<file path="config.mk">
export PLATFORM = sky130hd
export DESIGN_NAME = seg7_scan4
export DESIGN_NICKNAME = d
export VERILOG_FILES = /design/src/rtl/seg7_scan4.sv
export SDC_FILE = /design/constraint.sdc
export NUM_CORES = 1
export LEC_CHECK = 0
export CORE_UTILIZATION = 45
export CTS_CLUSTER_SIZE = 8
export DETAILED_ROUTE_END_ITERATION = 10
export GPL_TIMING_DRIVEN = 0
export PLACE_DENSITY = 0.77
export SYNTH_ARGS = -nofsm -noshare
export SYNTH_HDL_FRONTEND = slang
export SYNTH_SLANG_ARGS = --single-unit
</file>
<file path="constraint.sdc">
create_clock -name iclk -period 2.99 [get_ports iclk]
set_input_delay 0.897 -clock iclk [delete_from_list [all_inputs] [get_ports iclk]]
set_output_delay 0.897 -clock iclk [all_outputs]
set_load 0.02 [all_outputs]
</file>
<file path="src/rtl/seg7_scan4.sv">
// rtl/seg7_scan4.sv - four-digit multiplexed BCD seven-segment scanner
// Each digit is shown for DIV clocks; the BCD word is only sampled at frame boundaries.
module seg7_scan4 #(
  parameter int DIV = 4
) (
  input  logic        iclk,
  input  logic        irst,
  input  logic [15:0] iBCD,
  input  logic        iEN,
  input  logic        iLZB,
  output logic [3:0]  oAnodo,
  output logic [6:0]  oSeg,
  output logic        oFrame
);

  localparam int PW = (DIV > 1) ? $clog2(DIV) : 1;
  localparam logic [PW-1:0] PRESC_MAX = PW'(DIV - 1);

  logic [PW-1:0] presc;
  logic [1:0]    idx;
  logic [15:0]   snap;
  logic          tick;
  logic          boundary;

  logic [3:0]    digit;
  logic          lz_blank;
  logic          blank;
  logic [6:0]    seg_dec;
  logic [3:0]    an_next;
  logic [6:0]    seg_next;

  assign tick     = (presc == PRESC_MAX);
  assign boundary = tick && (idx == 2'd3);

  always_ff @(posedge iclk) begin
    if (!irst) begin
      presc  <= '0;
      idx    <= 2'd0;
      snap   <= 16'd0;
      oFrame <= 1'b0;
      oAnodo <= 4'hF;
      oSeg   <= 7'h7F;
    end else begin
      presc  <= tick ? '0 : presc + PW'(1);
      if (tick) begin
        idx <= idx + 2'd1;
      end
      // Snapshot only at the frame boundary so a frame never mixes two words.
      if (boundary) begin
        snap <= iBCD;
      end
      oFrame <= boundary;
      oAnodo <= an_next;
      oSeg   <= seg_next;
    end
  end

  always_comb begin
    digit    = 4'd0;
    lz_blank = 1'b0;
    case (idx)
      2'd0: begin
        digit    = snap[3:0];
        lz_blank = 1'b0;
      end
      2'd1: begin
        digit    = snap[7:4];
        lz_blank = (snap[15:4] == 12'd0);
      end
      2'd2: begin
        digit    = snap[11:8];
        lz_blank = (snap[15:8] == 8'd0);
      end
      default: begin
        digit    = snap[15:12];
        lz_blank = (snap[15:12] == 4'd0);
      end
    endcase

    case (digit)
      4'd0:    seg_dec = 7'b1000000;
      4'd1:    seg_dec = 7'b1111001;
      4'd2:    seg_dec = 7'b0100100;
      4'd3:    seg_dec = 7'b0110000;
      4'd4:    seg_dec = 7'b0011001;
      4'd5:    seg_dec = 7'b0010010;
      4'd6:    seg_dec = 7'b0000010;
      4'd7:    seg_dec = 7'b1111000;
      4'd8:    seg_dec = 7'b0000000;
      4'd9:    seg_dec = 7'b0010000;
      default: seg_dec = 7'b0111111;
    endcase

    blank    = !iEN || (iLZB && lz_blank);
    an_next  = blank ? 4'hF : ~(4'b0001 << idx);
    seg_next = blank ? 7'h7F : seg_dec;
  end

endmodule
</file>
==> results of run 1 <==
[cell type report]
type                    instances  area (sq um)  area share
plain buffers                   8          31.3      0.0162
inverters                       7          26.3      0.0136
multi-input cells             118           782       0.406
repair buffers                 31           310       0.161
clock buffers                   5          37.5      0.0195
flip-flops and latches         32           641       0.333
well taps                      44          55.1      0.0286
clock inverters                 3          42.5      0.0221
[report_power, final]
group | switching (mW) | internal, mW
Combinational | 0.0306 | 0.0452
Clock | 0.151 | 0.174
Sequential | 0.00480 | 0.437
[sequential cells by signal (all words and copies together), names as in the netlist]
register	flops
snap	16
oSeg	7
oAnodo	4
idx	2
presc	2
oFrame	1
[metal layers]
| metal | part of all wire | routed length [um] | vias to the layer above |
|---|---|---|---|
| met5 | 0 | 0 | - |
| met4 | 0.014 | 41 | 0 |
| met3 | 0.046 | 140 | 4 |
| met2 | 0.51 | 1550 | 32 |
| met1 | 0.43 | 1290 | 605 |
| li1 | - | - | 647 |
[worst register-to-register path: stages, from the launching register on]
cell and delay [ns]:
dfxtp_1 0.44, inv_1 0.09, ha_1 0.28, a222oi_1 0.40
a21oi_1 0.20, inv_1 0.17, ha_1 0.26, a211o_2 0.28
a21oi_1 0.15, o21ai_1 0.07
[stage by stage]
stage	std cells	util	area (sq um)
6_report	248	0.626	1930
4_1_cts	248	0.626	1930
3_3_place_gp	240	0.600	1850
5_1_grt	248	0.626	1930
3_5_place_dp	240	0.600	1850
2_1_floorplan	165	-	1480
[kinds of logic after synthesis]
family,count (synthesis),share of synthesized area
and+or+nand+nor,58,0.182
DFF,32,0.433
muxes,2,0.0135
adders and majority gates,12,0.101
AOI/OAI and AO/OA,45,0.226
buffers and inverters,15,0.0389
xor gates and xnor gates,1,0.00592
[how the worst min path moves through the flow]
stage	startpoint	endpoint	slack [ns]	depth (start not counted)
after floorplan	presc[0]	presc[0]	0.40	1
after global placement	presc[0]	presc[0]	0.41	1
after detailed placement	presc[0]	presc[0]	0.42	1
after CTS	presc[0]	presc[0]	0.44	1
after global routing	presc[0]	presc[0]	0.46	1
final	presc[0]	presc[0]	0.43	1
[layout by cell type, fill, tap and decap left out, types with 4 or more instances in the layout]
cell type,instances
clkdlybuf4s50_1,31
nand2_1,39
dfxtp_1,32
nor2b_1,5
clkbuf_1,7
a21boi_0,17
a21oi_1,6
o21ai_1,4
a222oi_1,4
clkbuf_4,5
inv_1,6
ha_1,12
==> results.py, run 1 <==
metrics = {
    "drt": {
        "detail_route.drc_violations": 0,
        "remaining_antenna_violation_count_after_routing": 0,
        "length_of_the_first_detailed_routing_pass_in_iterations": 7,
        "drt-total-wl_um": 3020,
        "vias": 1288,
        "route.detailed.wl_per_inst_um": 12.2,
        "post_drt_via_cell_ratio": 5.19,
        "drt_iter0_markers": 60,
    },
    "floorplanning": {
        "core_region_area_sq_um": 3080,
        "die_width_um": 59.4,
        "top_level_ports": 32,
        "die_height_um": 59.4,
        "std_cell_rows": 20,
        "start_util": 0.481,
        "die_area_sq_um": 3520,
    },
    "yosys": {
        "post-synth-top-count-cell": "nand2_1",
        "synth_top_cells_by_area": "dfxtp_1 43%, ha_1 10%, nand2_1 9.9%",
        "synth.net_count": 197,
        "synth_edf_count": 0,
        "ys_async_sr_fraction": 0,
        "synth.lib_cells_used.distinct": 33,
        "synth.ff_latch_count": 32,
        "yosysSeqAreaShare": 0.433,
        "synth.yosys.warnings": 0,
        "post-synth-top-area-cell": "dfxtp_1",
        "yosys_most_used_dff": "dfxtp_1",
        "synthesis.instances": 165,
        "post_synth_most_frequent_cells": "39 x nand2_1, 32 x dfxtp_1, 17 x a21boi_0, 12 x ha_1, 7 x clkbuf_1",
        "synth_area_sq_um": 1480,
        "post-synth-top-area-fraction": 0.433,
        "syn-mean-instance-area_sq_um": 8.97,
    },
    "worst_setup_path": {
        "slowest_stage": "dfxtp_1",
        "end_kind": "register",
        "setup.worst_path.end": "oSeg[3]",
        "r2r.worst_path.cells": 9,
        "timing.critical_path.arrival_ns": 2.71,
        "critical_path.startpoint_type": "register",
        "critical_path_depth": 9,
        "cp_data_required_time_ns": 3.20,
        "worst-path-buf-inv": 2,
        "path_cells": "inv_1, ha_1, a222oi_1, a21oi_1, inv_1, ha_1, a211o_2, a21oi_1, o21ai_1",
        "critical-path-top-delay-family": "compound AO/OA/AOI/OAI gates",
        "source_of_the_critical_timing_path": "idx[0]",
        "worst_reg_to_reg_setup_slack_ns": 0.49,
        "worst_path_largest_cell_delay_ns": 0.44,
        "setup.worst_path.class": "register to register",
        "worst_r2r_startpoint": "idx[0]",
        "r2r_end": "oSeg[3]",
        "path_max_fanout": 6,
    },
    "placement": {
        "gpl.final_weighted_congestion": 0.825,
        "detailedPlace.worstSlack_ns": 0.527,
        "port_buffers": 31,
        "post-dp-hpwl_um": 2340,
    },
    "cts": {
        "clock_sinks": 32,
        "h_tree_lvls": 2,
        "clock_tree_buf_depth": 2,
        "worst_skew_pair_later_pin_latency_ns": 0.34,
        "cts_repair_resizes": 0,
        "clk_transition_reported_paths_ns": 0.11,
        "post_cts_hold_buffer_count": 0,
        "clock-root-buffer": "clkbuf_4",
        "cts.repair_timing.setup_buffer_count": 0,
        "cts_inserted_buffers": 5,
        "clock_tree_from_tritoncts": "yes",
    },
    "outcome": {
        "run_status": "finished clean",
    },
    "job": {
        "count_of_max_cap_constraint_violations": 0,
    },
    "sta": {
        "layout_min_cycle_time_ns": 2.50,
        "finalClockSkew_ns": 0.0148,
        "timing.final.ws_setup_ns": 0.491,
        "report.final.hold_viol_count": 0,
        "setup-violations-final": 0,
        "hold_slack_ns": 0.434,
        "tightestPinTransition_ns": 0.732,
        "rsz0062_at_grt": "false",
        "timing.slew.headroom": 0.512,
        "finalSetupTns_ns": 0,
        "timing.fmax_mhz": 400,
        "finalCritPeriodShare": 0.836,
        "max_slew_violation_count": 0,
    },
    "final_layout": {
        "share_of_final_layout_standard_cells_stronger_than_drive_strength_1": 0.0784,
        "insertedDiodeCount": 0,
        "syn_to_final_growth_pct": 30.1,
        "filler_cell_count_in_the_final_layout": 277,
        "finalNetCount": 235,
    },
    "hold_path": {
        "min-delay-path-class": "register to register",
    },
    "global_routing": {
        "met1_track_utilization_from_global_routing": 0.210,
        "layer_with_the_highest_usage": "met2",
        "grt_max_degree": 12,
        "grt_pass1_vias": 1217,
        "antenna_violations_before_repair": 0,
        "grt_overflow": 0,
        "grt_pass1_wl_um": 5130,
        "global_route.usage.total": 0.197,
        "grt.met2_usage": 0.356,
        "met3_grt_util": 0.0611,
    },
    "pwr": {
        "power_per_cell_area_nw_per_um2": 438,
        "vdd_ir_drop_max_v": 0.000294,
        "total_power_mw": 0.843,
        "p_leak_nw": 0.707,
    },
}
Power figures use the tool's default switching activity.
==> run 2: changes to the inputs <==
- PLACE_DENSITY: 0.77 -> 0.8
- clock period: 2.99 -> 2.26 ns (I/O delays scaled with it)
==> run 2 against run 1 <==
Against the previous run:
- maximum frequency grew 5.4%
- combinational power grew 46%
- the flow now finishes with violations (setup timing)
- final cell count grew 3.6%
- register-to-register slack lost 0.60 ns
- highest routed layer unchanged
- power grew 23%
==> results.py, run 2 (synthesis results as in run 1) <==
metrics = {
    "outcome": {
        "run_status": "finished, violations left",
        "failed_checks": "setup timing",
    },
    "sta": {
        "finalCritPeriodShare": 1.05,
        "timing.slew.headroom": 0.428,
        "tightestPinTransition_ns": 0.858,
        "timing.final.ws_setup_ns": -0.110,
        "rsz0062_at_grt": "true",
        "setup-violations-final": 4,
        "report.final.hold_viol_count": 0,
        "finalSetupTns_ns": -0.252,
        "finalClockSkew_ns": 0.00677,
        "max_slew_violation_count": 0,
        "layout_min_cycle_time_ns": 2.37,
        "timing.fmax_mhz": 422,
    },
    "drt": {
        "route.detailed.wl_per_inst_um": 13.3,
        "drt_iter0_markers": 45,
        "remaining_antenna_violation_count_after_routing": 0,
        "drt-total-wl_um": 3420,
        "detail_route.drc_violations": 0,
        "post_drt_via_cell_ratio": 5.25,
        "vias": 1349,
        "length_of_the_first_detailed_routing_pass_in_iterations": 5,
    },
    "worst_setup_path": {
        "worst-path-buf-inv": 2,
        "end_kind": "register",
        "critical-path-top-delay-family": "compound AO/OA/AOI/OAI gates",
        "setup.worst_path.class": "register to register",
        "path_cells": "inv_4, ha_4, a222oi_1, mux2i_2, buf_4, ha_2, a211o_2, a31oi_1, o21ai_1",
        "slowest_stage": "a222oi_1",
        "path_max_fanout": 5,
        "timing.critical_path.arrival_ns": 2.58,
        "critical_path.startpoint_type": "register",
        "cp_data_required_time_ns": 2.47,
        "worst_path_largest_cell_delay_ns": 0.47,
    },
    "cts": {
        "clk_transition_reported_paths_ns": 0.10,
        "worst_skew_pair_later_pin_latency_ns": 0.33,
        "post_cts_hold_buffer_count": 0,
        "cts_inserted_buffers": 5,
        "clock-root-buffer": "clkbuf_4",
        "h_tree_lvls": 2,
        "clock_sinks": 32,
        "clock_tree_buf_depth": 2,
        "clock_tree_from_tritoncts": "yes",
    },
    "final_layout": {
        "finalNetCount": 244,
        "insertedDiodeCount": 0,
        "most-common-layout-cells": "39 x nand2_1, 31 x clkdlybuf4s50_1, 30 x dfxtp_1",
        "share_of_the_core_filled_with_cells": 0.656,
        "largest_register_ffs": 16,
        "layout.cells.most_common": "nand2_1",
        "syn_to_final_growth_pct": 36.4,
        "top_register_by_number_of_flip_flops": "snap",
        "share_of_final_layout_standard_cells_stronger_than_drive_strength_1": 0.164,
        "largest_registers": "snap: 16 flops, oSeg: 7 flops, oAnodo: 4 flops",
    },
    "global_routing": {
        "global_route.usage.total": 0.218,
        "grt_pass1_wl_um": 5670,
        "grt_pass1_vias": 1289,
        "antenna_violations_before_repair": 0,
        "grt_overflow": 0,
        "grt_max_degree": 11,
    },
    "pwr": {
        "power.net_switching_mw": 0.240,
        "switching_share_of_power": 0.231,
        "seqPwrFrac": 0.563,
        "power.internal_mw": 0.797,
        "power_per_cell_area_nw_per_um2": 513,
        "p_leak_nw": 0.740,
        "clock_power_share": 0.329,
        "comb_power_share": 0.107,
        "vdd_ir_drop_max_v": 0.000414,
    },
    "placement": {
        "port_buffers": 31,
        "gpl.final_weighted_congestion": 0.796,
        "post-dp-hpwl_um": 2330,
    },
    "floorplanning": {
        "core_region_area_sq_um": 3080,
        "start_util": 0.481,
        "die_height_um": 59.4,
        "die_width_um": 59.4,
        "top_level_ports": 32,
        "die_area_sq_um": 3520,
        "std_cell_rows": 20,
    },
    "job": {
        "count_of_max_cap_constraint_violations": 0,
    },
    "hold_path": {
        "min-delay-path-class": "register to register",
    },
}
-- run 2: per-layer routing --
layer | routed length (um) | vias to the layer above | GRT usage
met3 | 174 | 10 | 0.0786
met2 | 1680 | 45 | 0.356
met5 | 0 | - | 0
met4 | 63 | 0 | 0.0816
li1 | - | 674 | -
met1 | 1500 | 620 | 0.261
-- run 2: through the flow --
step	hold slack (ns)	instances	cell area, sq um	total power, mW	setup slack [ns]
finish	0.435	257	2020	1.04	-0.110
floorplan	0.403	165	1480	0.639	0.126
global route	0.449	257	2020	1.08	-0.158
CTS	0.440	250	1930	1.04	0.000718
detailed placement	0.426	240	1850	0.700	-0.190
global placement	0.410	240	1850	0.696	-0.115
-- run 2: worst reg2reg max path, stage by stage, from the launching register on --
cell and delay, ns:
dfxtp_4 0.40, inv_4 0.05, ha_4 0.17, a222oi_1 0.47, mux2i_2 0.20, buf_4 0.19
ha_2 0.17, a211o_2 0.32, a31oi_1 0.20, o21ai_1 0.09
-- run 2: layout make-up --
cell class | instances | area, sq um
fill | 250 | 1060
multi-input combinational | 118 | 820
sequential | 32 | 648
timing repair buffer | 40 | 378
clock buffer | 8 | 58.8
tap | 44 | 55.1
buffer | 8 | 31.3
inverter | 7 | 28.8
-- run 2: repair_timing --
action	4_1_cts	5_1_grt
gates resized for setup	7	10
gates cloned	0	0
setup buffers	2	7
pin swaps	2	6
endpoints found under the setup margin	4	6
-- run 2: final timing paths --
check / from / depth (start not counted) / slack (ns) / end
max: idx[0] / 9 / -0.11 / oSeg[5]
min reg2reg: presc[0] / 1 / 0.44 / presc[0]
max reg2reg: idx[0] / 9 / -0.11 / oSeg[5]
min: presc[0] / 1 / 0.44 / presc[0]
-- run 2: power by group through the flow --
stage	Sequential [mW]	Combinational [mW]	Clock, mW
floorplan	0.608	0.0316	0
global placement	0.597	0.0989	0
detailed placement	0.598	0.102	0
CTS	0.585	0.103	0.349
global route	0.586	0.122	0.376
finish	0.584	0.111	0.341
